===== src/rtl/output_serializer.sv =====
// Streams a captured 3x3 result matrix as little-endian bytes over a valid/ready link.
// Each element contributes ceil(RES_W/8) bytes; padding bits above RES_W read as zero.
module output_serializer #(
  parameter int RES_W = 18
) (
  input  logic               clk,
  input  logic               reset,
  input  logic               start,
  input  logic [9*RES_W-1:0] c_flat,
  output logic [7:0]         data_out,
  output logic               data_valid,
  input  logic               data_ready,
  output logic               busy,
  output logic               done
);
  localparam int NB = (RES_W + 7) / 8;
  localparam int PW = NB * 8;

  typedef enum logic [1:0] {IDLE, SEND, DONE} state_t;

  state_t           r_state;
  logic [RES_W-1:0] r_buf [0:8];
  logic [3:0]       r_e;
  logic [1:0]       r_b;

  logic       w_xfer;
  logic       w_last_b;
  logic       w_last;
  logic [3:0] w_nxt_e;
  logic [1:0] w_nxt_b;
  logic [7:0] w_nxt_byte;

  function automatic logic [7:0] byte_sel(input logic [RES_W-1:0] el, input logic [1:0] b);
    logic [PW-1:0] p;
    p = PW'(el) >> (8 * b);
    return p[7:0];
  endfunction

  // data_out is registered, so the byte after the pending transfer is looked up one step ahead
  always_comb begin
    w_xfer     = (r_state == SEND) && data_ready;
    w_last_b   = (r_b == 2'(NB - 1));
    w_last     = w_last_b && (r_e == 4'd8);
    w_nxt_e    = w_last_b ? r_e + 4'd1 : r_e;
    w_nxt_b    = w_last_b ? 2'd0 : r_b + 2'd1;
    w_nxt_byte = w_last ? 8'h00 : byte_sel(r_buf[w_last ? 4'd0 : w_nxt_e], w_nxt_b);
  end

  always_ff @(posedge clk or negedge reset) begin
    if (!reset) begin
      r_state    <= IDLE;
      r_e        <= '0;
      r_b        <= '0;
      data_out   <= '0;
      data_valid <= 1'b0;
      busy       <= 1'b0;
      done       <= 1'b0;
      for (int k = 0; k < 9; k++) r_buf[k] <= '0;
    end else begin
      case (r_state)
        IDLE: begin
          if (start) begin
            for (int k = 0; k < 9; k++) r_buf[k] <= c_flat[k*RES_W +: RES_W];
            r_e        <= '0;
            r_b        <= '0;
            data_out   <= c_flat[7:0];
            data_valid <= 1'b1;
            busy       <= 1'b1;
            r_state    <= SEND;
          end
        end
        SEND: begin
          if (w_xfer) begin
            r_e      <= w_nxt_e;
            r_b      <= w_nxt_b;
            data_out <= w_nxt_byte;
            if (w_last) begin
              r_e        <= '0;
              r_b        <= '0;
              data_valid <= 1'b0;
              done       <= 1'b1;
              r_state    <= DONE;
            end
          end
        end
        DONE: begin
          done    <= 1'b0;
          busy    <= 1'b0;
          r_state <= IDLE;
        end
        default: r_state <= IDLE;
      endcase
    end
  end
endmodule


===== config.mk =====
export PLATFORM = sky130hd
export DESIGN_NAME = output_serializer
export DESIGN_NICKNAME = d
export VERILOG_FILES = /design/src/rtl/output_serializer.sv
export SDC_FILE = /design/constraint.sdc
export NUM_CORES = 1
export LEC_CHECK = 0
export ABC_AREA = 1
export BUFFER_PORTS_ARGS = -buffer_cell sky130_fd_sc_hd__buf_2
export CAP_MARGIN = 10
export CORE_AREA = 2 2 112 223
export CTS_BUF_LIST = sky130_fd_sc_hd__clkbuf_2 sky130_fd_sc_hd__clkbuf_4 sky130_fd_sc_hd__clkbuf_8
export CTS_CLUSTER_SIZE = 30
export DETAILED_ROUTE_END_ITERATION = 10
export DIE_AREA = 0 0 114 225
export HOLD_SLACK_MARGIN = 0.15
export PLACE_DENSITY_LB_ADDON = 0.3
export SLEW_MARGIN = 20
export SYNTH_ARGS = -nofsm -noshare
export SYNTH_HDL_FRONTEND = slang
export SYNTH_SLANG_ARGS = --single-unit

===== constraint.sdc =====
create_clock -name clk -period 1.98 [get_ports clk]
set_input_delay 0.198 -clock clk [delete_from_list [all_inputs] [get_ports clk]]
set_output_delay 0.198 -clock clk [all_outputs]
set_load 0.05 [all_outputs]

==> implementation parameters <==
Parameter                              Value

Placement
  Detailed placement HPWL    22600 µm
  Port-buffer cells    176
  Placer Congestion    0.982

Power and ir drop
  Peak supply drop    0.695 mV
  Power Dens Cells    1510 nW/µm²
  Reported leakage power    0.00673 µW

GRT
  Largest net degree at the start of global routing    147
  Vias in the first global route    9568
  Number of antenna violations at the first check in global routing    1
  Total congestion overflow after global routing    0
  Overall fraction of global-route tracks in use    25.8%
  Wire length of the first global-routing pass    49100 µm

Routing
  DRT antenna net count    0
  Average wire length per cell after detail routing    17.5 µm
  Drt first-iter violations    644
  Total vias in the final route    9166
  Detailed-routing iteration count for the pre-antenna-repair pass    6
  Number of DRC violations after detailed routing    0
  Per-cell via count in the routed design    4.90
  Total routed wirelength    32700 µm

Synthesis
  Sequential cell area fraction in the yosys report    51.9%
  Register bit count reported by yosys    181
  Netlist area before placement    8730 µm²
  Cell types with the largest area share after synthesis    sky130_fd_sc_hd__dfrtp_1, sky130_fd_sc_hd__nand2_1, sky130_fd_sc_hd__nand3_1, sky130_fd_sc_hd__o21ai_0, sky130_fd_sc_hd__inv_1
  Yosys warns    0
  Net count of the mapped netlist    1349
  Synthesized area per cell    7.39 µm²
  Distinct cells, synth    25
  Post-synthesis instance total    1181
  Area leader, netlist    sky130_fd_sc_hd__dfrtp_1
  Yosys top cell area share    51.9%

Worst setup path
  Nature of the critical path endpoint    flip-flop
  Worst flop-to-flop path startpoint    r_b[0]
  Setup Crit Path Kind    reg -> reg
  Worst setup path startpoint    r_b[0]
  Crit path max fanout    6
  Critical path startpoint category    flip-flop
  Crit path required time    2.43 ns
  Arr. time, crit path    2.52 ns

Clock tree
  Skew-Pair Late Insertion Delay    0.52 ns
  Clock Path Buffers    2
  TritonCTS Buffers    17
  # H-tree levels    4
  Root cell of the clock tree    sky130_fd_sc_hd__clkbuf_8
  Clock-pin transition on the worst setup and hold timing paths    0.10 ns
  CTS sink cnt    181
  Clock tree from TritonCTS    done

Timing
  Setup repair after global routing missed its margin    true
  Final min period    2.08 ns
  Fmax achieved    482 MHz
  Worst slew margin    57.9%
  Setup total negative slack    -0.486 ns
  Transition time at the pin with the least slew margin    0.631 ns
  Number of slew-limit violations in the final report    0
  Final hold violation count    0
  Portion of the clock cycle consumed by the worst path in the final layout    105%
  PnR worst setup slack    -0.0960 ns
  # setup viols final    8
  Skew final    0.0182 ns

Die
  Core box area    23800 µm²
  Die X-Extent    114 µm
  I/O pins    177
  Vertical extent of the die    225 µm
  Effective utilization at floorplan    36.6%
  FP Rows    80
  Die area    25700 µm²

Finish
  Fraction of layout instances using a drive strength above 1    22.2%
  Nets@finish    1737
  Filler cells    2253
  Utilization after layout    53.9%
  Synth-to-Final Area Change    47.1%

Outcome
  Violated checks    negative setup slack
  Status    finished with violations

Min path
  Worst min path class    in -> async

Flow run
  Max Cap Violations    0
-- through the flow --
stage	hold slack, ns	instance area, µm²	setup slack [ns]	std cells	total power, µW
after floorplan	-0.0976	8730	0.0575	1181	11600
after global placement	0.0272	10400	-0.207	1650	15300
after detailed placement	0.0287	10400	-0.236	1650	15400
after CTS	0.274	12500	-0.0683	1850	18400
after global routing	0.311	12800	-0.201	1868	20700
final	0.263	12800	-0.0960	1869	19400
-- final timing paths --
| check | end | slack, ns | depth (start not counted) |
|---|---|---|---|
| max | data_out[1] | -0.1 | 14 |
| min | r_buf[102] | 0.26 | 3 |
| max reg2reg | data_out[1] | -0.1 | 14 |
| min reg2reg | r_buf[126] | 0.49 | 2 |
| max in group asynchronous | r_buf[116] | 0.87 | 3 |
| min in group clk | r_buf[135] | 0.40 | 4 |
-- layout by cell type (no fill, tap or decap), types with 15 or more instances in the layout --
master | netlist | final
sky130_fd_sc_hd__a21oi_1 | 19 | 15
sky130_fd_sc_hd__buf_12 | 0 | 15
sky130_fd_sc_hd__buf_2 | 19 | 175
sky130_fd_sc_hd__buf_4 | 1 | 69
sky130_fd_sc_hd__clkbuf_8 | 0 | 21
sky130_fd_sc_hd__dfrtp_1 | 181 | 179
sky130_fd_sc_hd__dlygate4sd3_1 | 0 | 166
sky130_fd_sc_hd__inv_1 | 53 | 50
sky130_fd_sc_hd__nand2_1 | 634 | 630
sky130_fd_sc_hd__nand3_1 | 98 | 85
sky130_fd_sc_hd__nor2_1 | 25 | 22
sky130_fd_sc_hd__o21ai_0 | 48 | 48
-- layer usage --
| metal | part of all wire [%] | global-route usage, % | wire length [µm] |
|---|---|---|---|
| met3 | 3.2 | 4.30 | 1050 |
| met5 | 0 | 0 | 0 |
| met1 | 35 | 25.4 | 11600 |
| met2 | 55 | 48.6 | 18000 |
| met4 | 6.4 | 16.4 | 2090 |
-- worst max-delay path, stage by stage (launching register included) --
cell,delay [ns]
sky130_fd_sc_hd__dfrtp_2,0.45
sky130_fd_sc_hd__inv_4,0.09
sky130_fd_sc_hd__nand2_4,0.07
sky130_fd_sc_hd__buf_12,0.13
sky130_fd_sc_hd__nor2_4,0.15
sky130_fd_sc_hd__nor2_4,0.06
sky130_fd_sc_hd__buf_12,0.14
sky130_fd_sc_hd__nor2_4,0.21
sky130_fd_sc_hd__buf_6,0.13
sky130_fd_sc_hd__nand3_2,0.06
sky130_fd_sc_hd__a21oi_2,0.16
sky130_fd_sc_hd__nand3_2,0.08
sky130_fd_sc_hd__nand2_2,0.08
sky130_fd_sc_hd__nand3_2,0.06
sky130_fd_sc_hd__a21oi_2,0.12
-- state kept, by name (all words and copies together), names as in the netlist --
signal      cells
r_e             4
done            1
busy            1
r_buf         162
r_state         2
r_b             2
data_valid      1
data_out        8
-- power by group --
group	total [µW]	switching, µW	leakage [µW]	internal (µW)
clock network	2520	1360	0.000184	1160
registers	6400	1170	0.00227	5230
logic	10400	5930	0.00427	4510
total	19400	8450	0.00673	10900
-- cell type report --
class,instances,area (µm²),share of cell area (%)
sequential,181,4530,35.3
clock inverter,6,68.8,0.536
inverter,60,233,1.81
timing repair buffer,434,3510,27.4
tap,287,359,2.80
antenna,2,5.00,0.0390
clock buffer,24,312,2.43
multi-input combinational,875,3820,29.7
-- cell usage after synthesis --
master                     instances
sky130_fd_sc_hd__a211oi_1          2
sky130_fd_sc_hd__a21oi_1          19
sky130_fd_sc_hd__buf_1             2
sky130_fd_sc_hd__buf_2            19
sky130_fd_sc_hd__buf_4             1
sky130_fd_sc_hd__buf_6             4
sky130_fd_sc_hd__clkbuf_1         39
sky130_fd_sc_hd__clkinv_1          1
sky130_fd_sc_hd__dfrtp_1         181
sky130_fd_sc_hd__ha_1              2
sky130_fd_sc_hd__inv_1            53
sky130_fd_sc_hd__inv_2             6
sky130_fd_sc_hd__nand2_1         634
sky130_fd_sc_hd__nand2_2           4
sky130_fd_sc_hd__nand2_4           2
sky130_fd_sc_hd__nand3_1          98
sky130_fd_sc_hd__nand3_2           3
sky130_fd_sc_hd__nor2_1           25
sky130_fd_sc_hd__nor2_2            4
sky130_fd_sc_hd__nor2_4            4
sky130_fd_sc_hd__o2111a_1          1
sky130_fd_sc_hd__o211ai_1         10
sky130_fd_sc_hd__o21ai_0          48
sky130_fd_sc_hd__o21ai_1          14
sky130_fd_sc_hd__o22ai_1           5
-- repair_timing --
| item | CTS | global route |
|---|---|---|
| pin swaps | 2 | 12 |
| buffers inserted | 4 | 14 |
| endpoints found under the hold margin | 353 | 0 |
| gates resized for setup | 23 | 17 |
| hold buffers | 166 | 0 |
| setup endpoints to repair | 8 | 8 |
| gates cloned | 0 | 4 |
-- logic make-up (layout without fill, tap and decap cells) --
logic type                 count (synthesis)  count (layout)  share of synthesized area (%)
other                                      0               2                              0
AOI/OAI and AO/OA                         99              99                           6.16
adders and majority gates                  2               2                          0.287
and+or+nand+nor                          774             774                           35.6
DFF                                      181             181                           51.9
buffers and inverters                    125             524                           6.03
Power figures use the tool's default switching activity.
